**src/rtl/branch_pc_unit_if.sv**
```systemverilog
// Bus between the EX-stage decode/compare logic and the branch/PC unit.
// The master side is the pipeline that supplies decode and compare results.
// The slave side is branch_pc_unit, which returns the PC, redirect and trap status.
interface branch_pc_unit_if #(
  parameter int REG_WIDTH = 32,
  parameter int CNT_WIDTH = 16
);
  // Pipeline to unit
  logic                 pc_write;
  logic                 br_valid;
  logic                 jal;
  logic                 jalr;
  logic [2:0]           funct3;
  logic                 br_eq;
  logic                 br_lt;
  logic [REG_WIDTH-1:0] br_target;
  logic [REG_WIDTH-1:0] jalr_target;
  logic                 trap_ack;

  // Unit to pipeline
  logic                 br_un;
  logic [REG_WIDTH-1:0] pc;
  logic [REG_WIDTH-1:0] pc_plus4;
  logic                 taken;
  logic                 flush;
  logic                 misalign;
  logic [REG_WIDTH-1:0] trap_pc;
  logic                 illegal_br;
  logic [CNT_WIDTH-1:0] branch_cnt;
  logic [CNT_WIDTH-1:0] taken_cnt;

  modport master (
    output pc_write, br_valid, jal, jalr, funct3, br_eq, br_lt,
           br_target, jalr_target, trap_ack,
    input  br_un, pc, pc_plus4, taken, flush, misalign, trap_pc,
           illegal_br, branch_cnt, taken_cnt
  );

  modport slave (
    input  pc_write, br_valid, jal, jalr, funct3, br_eq, br_lt,
           br_target, jalr_target, trap_ack,
    output br_un, pc, pc_plus4, taken, flush, misalign, trap_pc,
           illegal_br, branch_cnt, taken_cnt
  );
endinterface

```
**src/rtl/branch_pc_unit.sv**
```systemverilog
// Branch resolution and PC ownership for the EX stage.
// Decides taken/not-taken from branch_comp flags and jump decode, redirects the PC,
// holds a multi-cycle flush after each redirect, and traps on misaligned targets.
module branch_pc_unit #(
  parameter int                  REG_WIDTH    = 32,
  parameter logic [REG_WIDTH-1:0] RESET_PC     = 32'h0000_0000,
  parameter logic [REG_WIDTH-1:0] TRAP_VEC     = 32'h0000_0100,
  parameter int                  FLUSH_CYCLES = 2,
  parameter int                  CNT_WIDTH    = 16
) (
  input logic             clk,
  input logic             rst_n,
  branch_pc_unit_if.slave bus
);

  localparam int FCW = (FLUSH_CYCLES > 1) ? $clog2(FLUSH_CYCLES) : 1;

  typedef enum logic [1:0] {
    RUN   = 2'd0,
    FLUSH = 2'd1,
    TRAP  = 2'd2
  } state_t;

  state_t               state;
  logic [FCW-1:0]       flush_cnt;
  logic [REG_WIDTH-1:0] pc_q;
  logic                 cond;
  logic                 illegal;
  logic [REG_WIDTH-1:0] target;
  logic                 target_misaligned;
  logic                 take;

  // Branch condition decode; reserved funct3 codes never take and flag illegal
  always_comb begin
    cond    = 1'b0;
    illegal = 1'b0;
    case (bus.funct3)
      3'b000:          cond = bus.br_eq;
      3'b001:          cond = ~bus.br_eq;
      3'b100, 3'b110:  cond = bus.br_lt;
      3'b101, 3'b111:  cond = ~bus.br_lt;
      default:         illegal = 1'b1;
    endcase
  end

  // Redirect decision and target selection; jalr outranks jal, which outranks branches
  always_comb begin
    target            = bus.jalr ? (bus.jalr_target & ~REG_WIDTH'(1)) : bus.br_target;
    target_misaligned = (target[1:0] != 2'b00);
    take              = bus.pc_write && (state == RUN) &&
                        (bus.jalr || bus.jal || (bus.br_valid && cond));
  end

  assign bus.br_un      = bus.funct3[1];
  assign bus.illegal_br = bus.br_valid & illegal;
  assign bus.taken      = take;
  assign bus.pc         = pc_q;
  assign bus.pc_plus4   = pc_q + REG_WIDTH'(4);

  // PC, redirect/trap state machine and retired-branch statistics
  always_ff @(posedge clk or negedge rst_n) begin
    if (!rst_n) begin
      state          <= RUN;
      pc_q           <= RESET_PC;
      flush_cnt      <= '0;
      bus.flush      <= 1'b0;
      bus.misalign   <= 1'b0;
      bus.trap_pc    <= '0;
      bus.branch_cnt <= '0;
      bus.taken_cnt  <= '0;
    end else begin
      case (state)
        RUN: begin
          if (bus.pc_write) begin
            if (bus.br_valid && !illegal) begin
              if (bus.branch_cnt != '1)
                bus.branch_cnt <= bus.branch_cnt + CNT_WIDTH'(1);
              if (cond && (bus.taken_cnt != '1))
                bus.taken_cnt <= bus.taken_cnt + CNT_WIDTH'(1);
            end
            if (take && target_misaligned) begin
              pc_q         <= TRAP_VEC;
              bus.trap_pc  <= target;
              bus.misalign <= 1'b1;
              bus.flush    <= 1'b1;
              state        <= TRAP;
            end else if (take) begin
              pc_q      <= target;
              bus.flush <= 1'b1;
              flush_cnt <= FCW'(FLUSH_CYCLES - 1);
              state     <= FLUSH;
            end else begin
              pc_q <= bus.pc_plus4;
            end
          end
        end
        FLUSH: begin
          if (bus.pc_write) begin
            pc_q <= bus.pc_plus4;
            if (flush_cnt != '0)
              flush_cnt <= flush_cnt - FCW'(1);
          end
          if (flush_cnt == '0) begin
            bus.flush <= 1'b0;
            state     <= RUN;
          end
        end
        TRAP: begin
          if (bus.trap_ack) begin
            bus.misalign <= 1'b0;
            bus.flush    <= 1'b0;
            state        <= RUN;
          end
        end
        default: begin
          state     <= RUN;
          bus.flush <= 1'b0;
        end
      endcase
    end
  end

endmodule

```
**src/flat_wrapper.sv**
```systemverilog
// flat-port wrapper written by rule: the top's interface ports become plain ports
module branch_pc_unit_flat 
#(
  parameter int                  REG_WIDTH    = 32,
  parameter logic [REG_WIDTH-1:0] RESET_PC     = 32'h0000_0000,
  parameter logic [REG_WIDTH-1:0] TRAP_VEC     = 32'h0000_0100,
  parameter int                  FLUSH_CYCLES = 2,
  parameter int                  CNT_WIDTH    = 16
)
  (clk, rst_n, bus_pc_write, bus_br_valid, bus_jal, bus_jalr, bus_funct3, bus_br_eq, bus_br_lt, bus_br_target, bus_jalr_target, bus_trap_ack, bus_br_un, bus_pc, bus_pc_plus4, bus_taken, bus_flush, bus_misalign, bus_trap_pc, bus_illegal_br, bus_branch_cnt, bus_taken_cnt);
  branch_pc_unit_if #(.REG_WIDTH(REG_WIDTH), .CNT_WIDTH(CNT_WIDTH)) bus_i ();
  input logic clk;
  input logic rst_n;
  input wire logic [$bits(bus_i.pc_write)-1:0] bus_pc_write;
  input wire logic [$bits(bus_i.br_valid)-1:0] bus_br_valid;
  input wire logic [$bits(bus_i.jal)-1:0] bus_jal;
  input wire logic [$bits(bus_i.jalr)-1:0] bus_jalr;
  input wire logic [$bits(bus_i.funct3)-1:0] bus_funct3;
  input wire logic [$bits(bus_i.br_eq)-1:0] bus_br_eq;
  input wire logic [$bits(bus_i.br_lt)-1:0] bus_br_lt;
  input wire logic [$bits(bus_i.br_target)-1:0] bus_br_target;
  input wire logic [$bits(bus_i.jalr_target)-1:0] bus_jalr_target;
  input wire logic [$bits(bus_i.trap_ack)-1:0] bus_trap_ack;
  output wire logic [$bits(bus_i.br_un)-1:0] bus_br_un;
  output wire logic [$bits(bus_i.pc)-1:0] bus_pc;
  output wire logic [$bits(bus_i.pc_plus4)-1:0] bus_pc_plus4;
  output wire logic [$bits(bus_i.taken)-1:0] bus_taken;
  output wire logic [$bits(bus_i.flush)-1:0] bus_flush;
  output wire logic [$bits(bus_i.misalign)-1:0] bus_misalign;
  output wire logic [$bits(bus_i.trap_pc)-1:0] bus_trap_pc;
  output wire logic [$bits(bus_i.illegal_br)-1:0] bus_illegal_br;
  output wire logic [$bits(bus_i.branch_cnt)-1:0] bus_branch_cnt;
  output wire logic [$bits(bus_i.taken_cnt)-1:0] bus_taken_cnt;
  assign bus_i.pc_write = bus_pc_write;
  assign bus_i.br_valid = bus_br_valid;
  assign bus_i.jal = bus_jal;
  assign bus_i.jalr = bus_jalr;
  assign bus_i.funct3 = bus_funct3;
  assign bus_i.br_eq = bus_br_eq;
  assign bus_i.br_lt = bus_br_lt;
  assign bus_i.br_target = bus_br_target;
  assign bus_i.jalr_target = bus_jalr_target;
  assign bus_i.trap_ack = bus_trap_ack;
  assign bus_br_un = bus_i.br_un;
  assign bus_pc = bus_i.pc;
  assign bus_pc_plus4 = bus_i.pc_plus4;
  assign bus_taken = bus_i.taken;
  assign bus_flush = bus_i.flush;
  assign bus_misalign = bus_i.misalign;
  assign bus_trap_pc = bus_i.trap_pc;
  assign bus_illegal_br = bus_i.illegal_br;
  assign bus_branch_cnt = bus_i.branch_cnt;
  assign bus_taken_cnt = bus_i.taken_cnt;
  branch_pc_unit #(.REG_WIDTH(REG_WIDTH), .RESET_PC(RESET_PC), .TRAP_VEC(TRAP_VEC), .FLUSH_CYCLES(FLUSH_CYCLES), .CNT_WIDTH(CNT_WIDTH)) u_core (.clk(clk), .rst_n(rst_n), .bus(bus_i));
endmodule
```
**config.mk**
```make
export PLATFORM = sky130hd
export DESIGN_NAME = branch_pc_unit_flat
export DESIGN_NICKNAME = d
export VERILOG_FILES = /design/src/rtl/branch_pc_unit_if.sv /design/src/rtl/branch_pc_unit.sv /design/src/flat_wrapper.sv
export SDC_FILE = /design/constraint.sdc
export NUM_CORES = 1
export LEC_CHECK = 0
export ABC_AREA = 1
export BUFFER_PORTS_ARGS = -buffer_cell sky130_fd_sc_hd__clkbuf_2
export CORE_MARGIN = 2
export CORE_UTILIZATION = 45
export DETAILED_ROUTE_END_ITERATION = 16
export GPL_TIMING_DRIVEN = 0
export MAX_ROUTING_LAYER = met4
export PLACE_DENSITY_LB_ADDON = 0.25
export SLEW_MARGIN = 20
export SYNTH_ARGS = -nofsm -noshare
export SYNTH_HDL_FRONTEND = slang
export SYNTH_SLANG_ARGS = --single-unit
```
**constraint.sdc**
```tcl
create_clock -name clk -period 1.6 [get_ports clk]
set_clock_uncertainty 0.1 [all_clocks]
set_input_delay 0.08 -clock clk [delete_from_list [all_inputs] [get_ports clk]]
set_output_delay 0.08 -clock clk [all_outputs]
set_load 0.01 [all_outputs]
```
======== Word-level counts from Yosys, hierarchy flattened ========
Cells that the tools add are included.
operators by class
  multiply operators ...................... 0
  divide/modulo/power cells ............... 0
  reduce and logical (&&, ||, !) cells .... 23
  $add $sub $neg .......................... 4
  multiplexer cells ....................... 28
  bitwise gates (word level) .............. 3
  shift-type cells ........................ 0
  equality and inequality tests ........... 17
  $lt $le $gt $ge ......................... 0
operators with widths
  operator                                              number
  two-way mux 32 bit                                    5
  one-hot mux 32 bit (2 select lines)                   1
  adder 16 x 1 -> 16 bit (second input constant)        2
  adder 32 x 3 -> 32 bit (second input constant)        1
  != test 16 bit (second input constant)                2
  AND reduction 4 bit                                   4
  equality test 3 bit (second input constant)           4
  two-way mux 1 bit                                     12
  != test 2 bit (second input constant)                 6
  two-way mux 2 bit                                     5
  logical AND 1 bit                                     6
  one-hot mux 2 bit (3 select lines)                    1
  AND reduction 3 bit                                   2
  nonzero test 2 bit                                    3
  OR reduction 6 bit                                    1
  AND reduction 5 bit                                   1
  one-hot mux 1 bit (2 select lines)                    2
  one-hot mux 1 bit (4 select lines)                    1
  OR reduction 2 bit                                    2
  equality test 3 x 1 -> 1 bit (second input constant)  1
  logical NOT 3 bit                                     1
  != test 3 x 2 -> 1 bit (second input constant)        1
  one-hot mux 1 bit (3 select lines)                    1
  equality test 2 x 1 -> 1 bit (second input constant)  1
  other kinds (7)                                       9
word-level totals
  bits in latches ......................... 0
  word-level logic and storage cells ...... 83
  memories ................................ 0
  RAM bits ................................ 0
  output and inout bits ................... 133
  flip-flop bits (word level) ............. 101
  memory bits (read-only) ................. 0

======== Longest topological paths before layout ========
Gate-level depths: netlist (run 1).
  depth after elaboration ................. 10
  mapped depth ............................ 12

======== Worst setup path before layout (run 1) ========
Ideal clock, no wire load.
  path type ............................... reg-to-reg
  start point ............................. reg u_core.pc_q[2] (netlist: u_core.bus.pc[2])
  end point ............................... reg u_core.pc_q[8] (netlist: u_core.bus.pc[8])
  data arrival time ....................... 1,683 ps
  stages on the path, launching flop included .. 11
  library setup time ...................... 66 ps
  period minus slack after synthesis ...... 1,848 ps
  data required time ...................... 1,434 ps
  path slack .............................. -248 ps
  cell sequence ........................... dfrtp_1 > ha_1 > nand2_1 > nor2_1 > inv_1 > nor2_4 > xor2_1 > nand2_1 > nand3_1 > nand2_1 > nand2_1
between the ends
  longest elaborated chain between the ends .. 5
  elaborated cells between the ends (all ways) .. 6
  classes of those cells .................. add/sub: 1; mux: 5
ends and longest elaborated chain
  item                                   line                  source
  start: declaration                     branch_pc_unit.sv:26  logic [REG_WIDTH-1:0] pc_q;
  start signal: assignment               branch_pc_unit.sv:88  pc_q <= target;
  start signal: assignment               branch_pc_unit.sv:93  pc_q <= bus.pc_plus4;
  start signal: assignment               branch_pc_unit.sv:99  pc_q <= bus.pc_plus4;
  adder 32 x 3 -> 32 bit *               branch_pc_unit.sv:58  assign bus.pc_plus4 = pc_q + REG_WIDTH'(4);
  via bus_pc_plus4[8]                    flat_wrapper.sv:26    output wire logic [$bits(bus_i.pc_plus4)-1:0] bus_pc_plus4;
  two-way mux 32 bit                     branch_pc_unit.sv:87  end else if (take) begin
  two-way mux 32 bit                     branch_pc_unit.sv:81  if (take && target_misaligned) begin
  two-way mux 32 bit                     branch_pc_unit.sv:74  if (bus.pc_write) begin
  one-hot mux 32 bit (2 select lines) *  branch_pc_unit.sv:72  case (state)
Mark *: on every way through the listed nets, which the timed path passes. The rest lies on a longest branch. The select of a mux whose other input is x is not followed.
A chain may end at the register's enable or synchronous reset.

======== Worst setup path in the final report (run 1) ========
  start point ............................. reg u_core.pc_q[7] (netlist: u_core.bus.pc[7])
  end point ............................... out bus_pc_plus4[15]
between the ends
  longest elaborated chain between the ends .. 1
ends and longest elaborated chain
  item                    line
  adder 32 x 3 -> 32 bit  branch_pc_unit.sv:58
  end: declaration        flat_wrapper.sv:26
Every way passes these cells.

==> reports/qor.yml, run 1 <==
placed_area_um2: 7750
yosysMostFrequentCell: "nand2_1"
drt_iter0_markers: 794
synth_edf_count: 0
dieWidth_um: 123.1
antenna_found_initial: 0
setup_viol: 116
clk_root_buffer_cell: "clkbuf_16"
violations: "negative setup slack"
grt_usage_pct: 34.08
ys_seq_area_share_pct: 39.57
min_period_ns: 2.282
dpl.hpwl_mm: 15.88
critical_path_class: "reg -> out"
yosys_register_bits: 101
clkSinkCount: 101
synthCells: 915
core_area_um2: 13880
num_antenna_cells: 0
clkTransAtPathRegs_ns: 0.08
fin_setup_tns_ns: -30.85
drtAntennaViolNets: 0
initial_core_util_pct: 46.02
cp_data_required_time_ns: 1.42
crit_family: "simple AND/OR/NAND/NOR gates"
fin_util_pct: 83.75
min-delay-path-class: "in -> reg"
grt_max_degree: 53
power_leakage_uw: 0.005870
grt_setup_unrepaired: "true"
synth_common_cells: "nand2_1 (383), dfrtp_1 (101), inv_1 (83)"
synth.distinct_cells: 38
dr_total_vias: 8487
dp_slack_ns: -0.3561
die_area_um2: 15160
final_nets: 1404
synth_async_sr_flop_share_pct: 100.0
grt_overflow: 0
worstPathArrival_ns: 2.10
final.setup.worst_slack_ns: -0.6820
peakVddDrop_mv: 0.9443
syn_to_final_growth_pct: 82.00
avgSynthCellArea_um2: 6.981
fmax_mhz: 438.2
portBuffers: 206
outcome: "finished, violations left"
crit_fanout: 4
hold_viol: 0
fp.dieH_um: 123.1
fin_area_um2: 11620
ys.warnings.count: 0
grt_pass1_vias: 7529
worst_pin_slew_ns: 0.6581
crit_path_top_delay_cell: "dfrtp_2"
synth_area_leaders: "dfrtp_1 (40%), nand2_1 (23%), inv_1 (4.9%)"
finalWirelength_mm: 30.00
critPathLaunchType: "flop"
wire_per_inst_um: 19.88
critPathBufInv: 3
rows: 43
max_slew_margin_pct: 56.13
cts_inserted_buffers: 9
drv_cap: 0
layoutNonFillerInstCount: 1509
synth_fp_nets: 994
drt_first_pass_iters: 7
synthFlopType: "dfrtp_1"
drv_slew: 0
drc: 0
finalCritPeriodShare_pct: 142.6
clockBufferDepth: 2
path_common_cell: "nand2_2"
critPathMaxStageDelay_ns: 0.43
htree_levels: 3
worstSkewPairLatency_ns: 0.36
yosysTopAreaCell: "dfrtp_1"
synth_top_area_share_pct: 39.57
drive_above_1_share_pct: 58.01
dp_cells: 1302
gp_congestion: 0.9207
boundaryPins: 209
via_per_inst: 5.624
cts_tree: "done"
p_per_area_nw_per_um2: 1613
path_cells: "clkinvlp_4 > nor3_4 > nand2_2 > o21bai_1 > nand2_2 > inv_1 > clkbuf_2"
end_kind: "output port"
synthesis.area_um2: 6387
grt_pass1_wl_mm: 38.41
routing by layer:
layer	GRT usage [%]	routed length [um]	vias up
li1	-	-	3709
met1	43.85	11280	4032
met2	53.71	14040	552
met3	5.028	2718	194
met4	14.70	1958	0
met5	-	0	-
timing repair:
item,4_1_cts,5_1_grt
hold endpoints to repair,126,0
resized for setup,269,314
setup buffers,76,66
pin swaps,79,111
hold buffers,45,0
endpoints found under the setup margin,122,129
gates cloned,14,1
worst paths after layout:
| check | endpoint | slack [ns] | startpoint | cells after the start |
|---|---|---|---|---|
| worst max-delay path | bus_pc_plus4[15] | -0.68 | u_core.bus.pc[7] | 7 |
| worst min-delay path | u_core.bus.trap_pc[13] | 0.002 | bus_br_target[13] | 5 |
| worst max register to register | u_core.bus.pc[16] | -0.40 | u_core.bus.pc[3] | 11 |
| worst min register to register | u_core.bus.trap_pc[4] | 0.39 | u_core.bus.trap_pc[4] | 2 |
| max in group asynchronous | u_core.bus.pc[18] | 0.59 | rst_n | 3 |
| min in group asynchronous | u_core.bus.taken_cnt[1] | 0.17 | rst_n | 2 |
registers in the layout, indices dropped and copies added, names as in the netlist:
name and count:
u_core.flush_cnt 1, u_core.bus.trap_pc 32, u_core.bus.branch_cnt 16, u_core.bus.flush 1
u_core.bus.pc 32, u_core.bus.misalign 1, u_core.bus.taken_cnt 16, u_core.state 2
layout make-up:
class                           instances  area [um2]
Buffer                                 33       342.8
Clock buffer                           12       246.5
Timing Repair Buffer                  399        3119
Fill cell                             779        2256
Inverter                               91       380.4
Clock inverter                          3       21.27
Tap cell                              180       225.2
Sequential cell                       101        2566
Multi-Input combinational cell        690        4723
power breakdown:
| group | leakage, uW | switching [uW] | internal [uW] |
|---|---|---|---|
| sequential | 0.00125 | 1170 | 3560 |
| combinational | 0.00449 | 6420 | 5430 |
| clock | 0.000129 | 1070 | 1100 |
| total | 0.00587 | 8660 | 10100 |
cell families after synthesis:
group	synth area share (%)
AO/OA/AOI/OAI	8.502
XOR/XNOR	4.799
adder cells (fa/ha/maj)	0.5877
buffers and inverters	8.952
flip-flops	39.57
multiplexers	1.881
AND/OR/NAND/NOR	35.71
cells in the final DEF (no fill, tap or decap), types with 20 or more instances in the layout:
master,n
nand2_2,121
nand2_1,229
nand2_4,38
dlygate4sd3_1,45
dfrtp_2,31
o21ai_1,20
nand3_1,25
buf_6,50
clkbuf_2,184
buf_4,103
inv_1,55
nor2_2,22
nand3_2,20
inv_2,29
dfrtp_1,70
nor2_4,26
worst register-to-register path: cells and delay by family, from the launching register on:
family | cells | cell delay (ns)
XOR/XNOR | 1 | 0.19
flip-flops | 1 | 0.43
buffers and inverters | 2 | 0.22
adder cells (fa/ha/maj) | 1 | 0.19
AND/OR/NAND/NOR | 7 | 0.76
through the flow:
| stage | total power (uW) | hold slack, ns |
|---|---|---|
| after floorplan | 8011 | -0.3156 |
| after global placement | 10460 | 0.2751 |
| after detailed placement | 10570 | -0.03835 |
| after CTS | 15670 | 0.002269 |
| after global routing | 19510 | 0.009217 |
| final | 18750 | 0.002294 |
Note: power is estimated with default switching activity, not from simulation.
==> run 2: changes to the inputs <==
--- a/config.mk
+++ b/config.mk
@@ -7,8 +7,10 @@
 export LEC_CHECK = 0
 export ABC_AREA = 1
 export BUFFER_PORTS_ARGS = -buffer_cell sky130_fd_sc_hd__clkbuf_2
+export CELL_PAD_IN_SITES_DETAIL_PLACEMENT = 1
+export CELL_PAD_IN_SITES_GLOBAL_PLACEMENT = 1
 export CORE_MARGIN = 2
-export CORE_UTILIZATION = 45
+export CORE_UTILIZATION = 32
 export DETAILED_ROUTE_END_ITERATION = 16
 export GPL_TIMING_DRIVEN = 0
 export MAX_ROUTING_LAYER = met4
==> run 2 against run 1 <==
Against the previous run: largest power group unchanged; combinational power up 6%; highest routed layer unchanged; setup slack better by 0.083 ns; sequential share of layout area down 0.89 points; via count up 0.15%; clock power up 21%; power up 7.0%; the run ends with negative hold slack, negative setup slack left; cell area up 4.3%; clock-buffer cell count down 1; first-iteration DRC count down 38%; die area up 39%.
==> reports/qor.yml, run 2 (synthesized netlist as in run 1, its figures left out) <==
outcome: "finished, violations left"
violations: "negative hold slack, negative setup slack"
layoutNonFillerInstCount: 1596
initial_core_util_pct: 32.71
cp-startpoint: "u_core.bus.pc[20]"
end_kind: "output port"
finalCritPeriodShare_pct: 137.4
min_period_ns: 2.199
drive_above_1_share_pct: 60.71
reg2reg_slack_ns: -0.42
rr_endpoint: "u_core.bus.pc[18]"
crit_family: "simple AND/OR/NAND/NOR gates"
power_leakage_uw: 0.006131
wire_per_inst_um: 24.21
drc: 0
core_area_um2: 19530
mostFrequentLayoutCells: "nand2_1 (220), clkbuf_2 (189), nand2_2 (117)"
final_nets: 1405
drtAntennaViolNets: 0
critPathBufInv: 2
drt_first_pass_iters: 5
htree_levels: 3
crit_path_end: "bus_pc_plus4[30]"
worstSkewPairLatency_ns: 0.38
dr_total_vias: 8500
dpl.hpwl_mm: 18.70
grt_max_degree: 53
p_per_area_nw_per_um2: 1655
min-delay-path-class: "in -> reg"
path_cells: "nand2_1 > nor2_1 > nand2_2 > nor3b_2 > nand2_1 > nand2_1 > nand2_2 > inv_1 > clkbuf_2"
peakVddDrop_mv: 0.8187
drv_slew: 0
dieWidth_um: 145.3
portBuffers: 206
final.setup.worst_slack_ns: -0.5988
cts_tree: "done"
hold_viol: 1
r2r-start: "u_core.bus.pc[3]"
crit_path_top_delay_cell: "dfrtp_2"
via_per_inst: 5.326
drt_iter0_markers: 491
critPathLaunchType: "flop"
rows: 51
critPathMaxStageDelay_ns: 0.42
grt_usage_pct: 29.66
crit_fanout: 4
clkTransAtPathRegs_ns: 0.08
fp.dieH_um: 145.3
use_met3_pct: 5.283
hp-start: "bus_br_target[13]"
num_antenna_cells: 0
critical_path_class: "reg -> out"
drv_cap: 0
finalWirelength_mm: 38.63
whs_path_depth: 5
grt_pass1_vias: 8437
met1_usage_pct: 35.03
reg2reg_depth: 13
fmax_mhz: 454.8
grt_setup_unrepaired: "true"
clkSinkCount: 101
worstPathArrival_ns: 2.02
max_slew_margin_pct: 68.36
cts_inserted_buffers: 9
setup_viol: 129
cp.depth: 9
clk_root_buffer_cell: "clkbuf_16"
grt_pass1_wl_mm: 47.42
die_area_um2: 21110
power.total_uw: 20060
busiest_layer: "met2"
grt_overflow: 0
worst_pin_slew_ns: 0.4746
dp_cells: 1387
path_common_cell: "nand2_1"
clockBufferDepth: 2
met2_usage_pct: 49.29
gp_congestion: 0.9129
fin_hold_ws_ns: -0.01927
cp_data_required_time_ns: 1.42
syn_to_final_growth_pct: 89.77
antenna_found_initial: 0
boundaryPins: 209
final_common_cell: "nand2_1"
==> run 2: metrics by stage <==
step	setup WS, ns	TNS [ns]	utilization, %	cell area [um2]	hold WS [ns]
after floorplan	-0.02713	-0.05352	-	6457	-0.3156
after detailed placement	-0.3588	-20.74	40.23	7856	-0.02571
after global placement	-1.471	-143.26	40.05	7820	0.2879
after CTS	-0.4062	-21.39	54.25	10590	0.00006595
after global routing	-0.6670	-42.89	62.08	12120	-0.001489
final	-0.5988	-34.65	62.08	12120	-0.01927
==> run 2: cell type report <==
| class | instances | area, um2 |
|---|---|---|
| inverter | 91 | 402.9 |
| sequential | 101 | 2567 |
| clock buffer | 11 | 242.7 |
| tap | 265 | 331.6 |
| buffer | 32 | 345.3 |
| multi-input combinational | 690 | 5010 |
| clock inverter | 5 | 81.33 |
| fill | 2317 | 7405 |
| timing repair buffer | 401 | 3141 |
==> run 2: layer usage <==
layer | up-vias | routed length [um] | part of all wire [%]
met3 | 179 | 2012 | 5.2
met5 | - | 0 | 0
met2 | 394 | 19400 | 50
met1 | 4220 | 14690 | 38
li1 | 3707 | - | -
met4 | 0 | 2528 | 6.5
==> run 2: worst min-delay path by stage <==
| stage | end | slack (ns) |
|---|---|---|
| 3_3_place_gp | u_core.bus.trap_pc[0] | 0.29 |
| 6_report | u_core.bus.trap_pc[13] | -0.02 |
| 5_1_grt | u_core.bus.trap_pc[13] | -0.001 |
| 2_1_floorplan | u_core.bus.branch_cnt[0] | -0.32 |
| 3_5_place_dp | u_core.bus.taken_cnt[0] | -0.03 |
| 4_1_cts | u_core.bus.trap_pc[22] | 0.00007 |
==> run 2: tightest hold or removal path: stages <==
cell and delay [ns]:
clkbuf_2 0.08, nand2_1 0.05, nand2_1 0.11, nand2_1 0.07, nand2_1 0.05
==> run 2: report_power, final <==
part	switching (uW)	total, uW	internal, uW
Combinational	7160	12600	5450
Clock	1200	2630	1420
Sequential	1260	4820	3560
==> run 2: repair_timing <==
| item | 4_1_cts | 5_1_grt |
|---|---|---|
| pin swaps | 72 | 107 |
| hold buffers | 43 | 0 |
| setup endpoints to repair | 125 | 130 |
| gates cloned | 13 | 1 |
| buffers inserted | 86 | 60 |
| gates resized for setup | 296 | 350 |
| endpoints found under the hold margin | 76 | 0 |
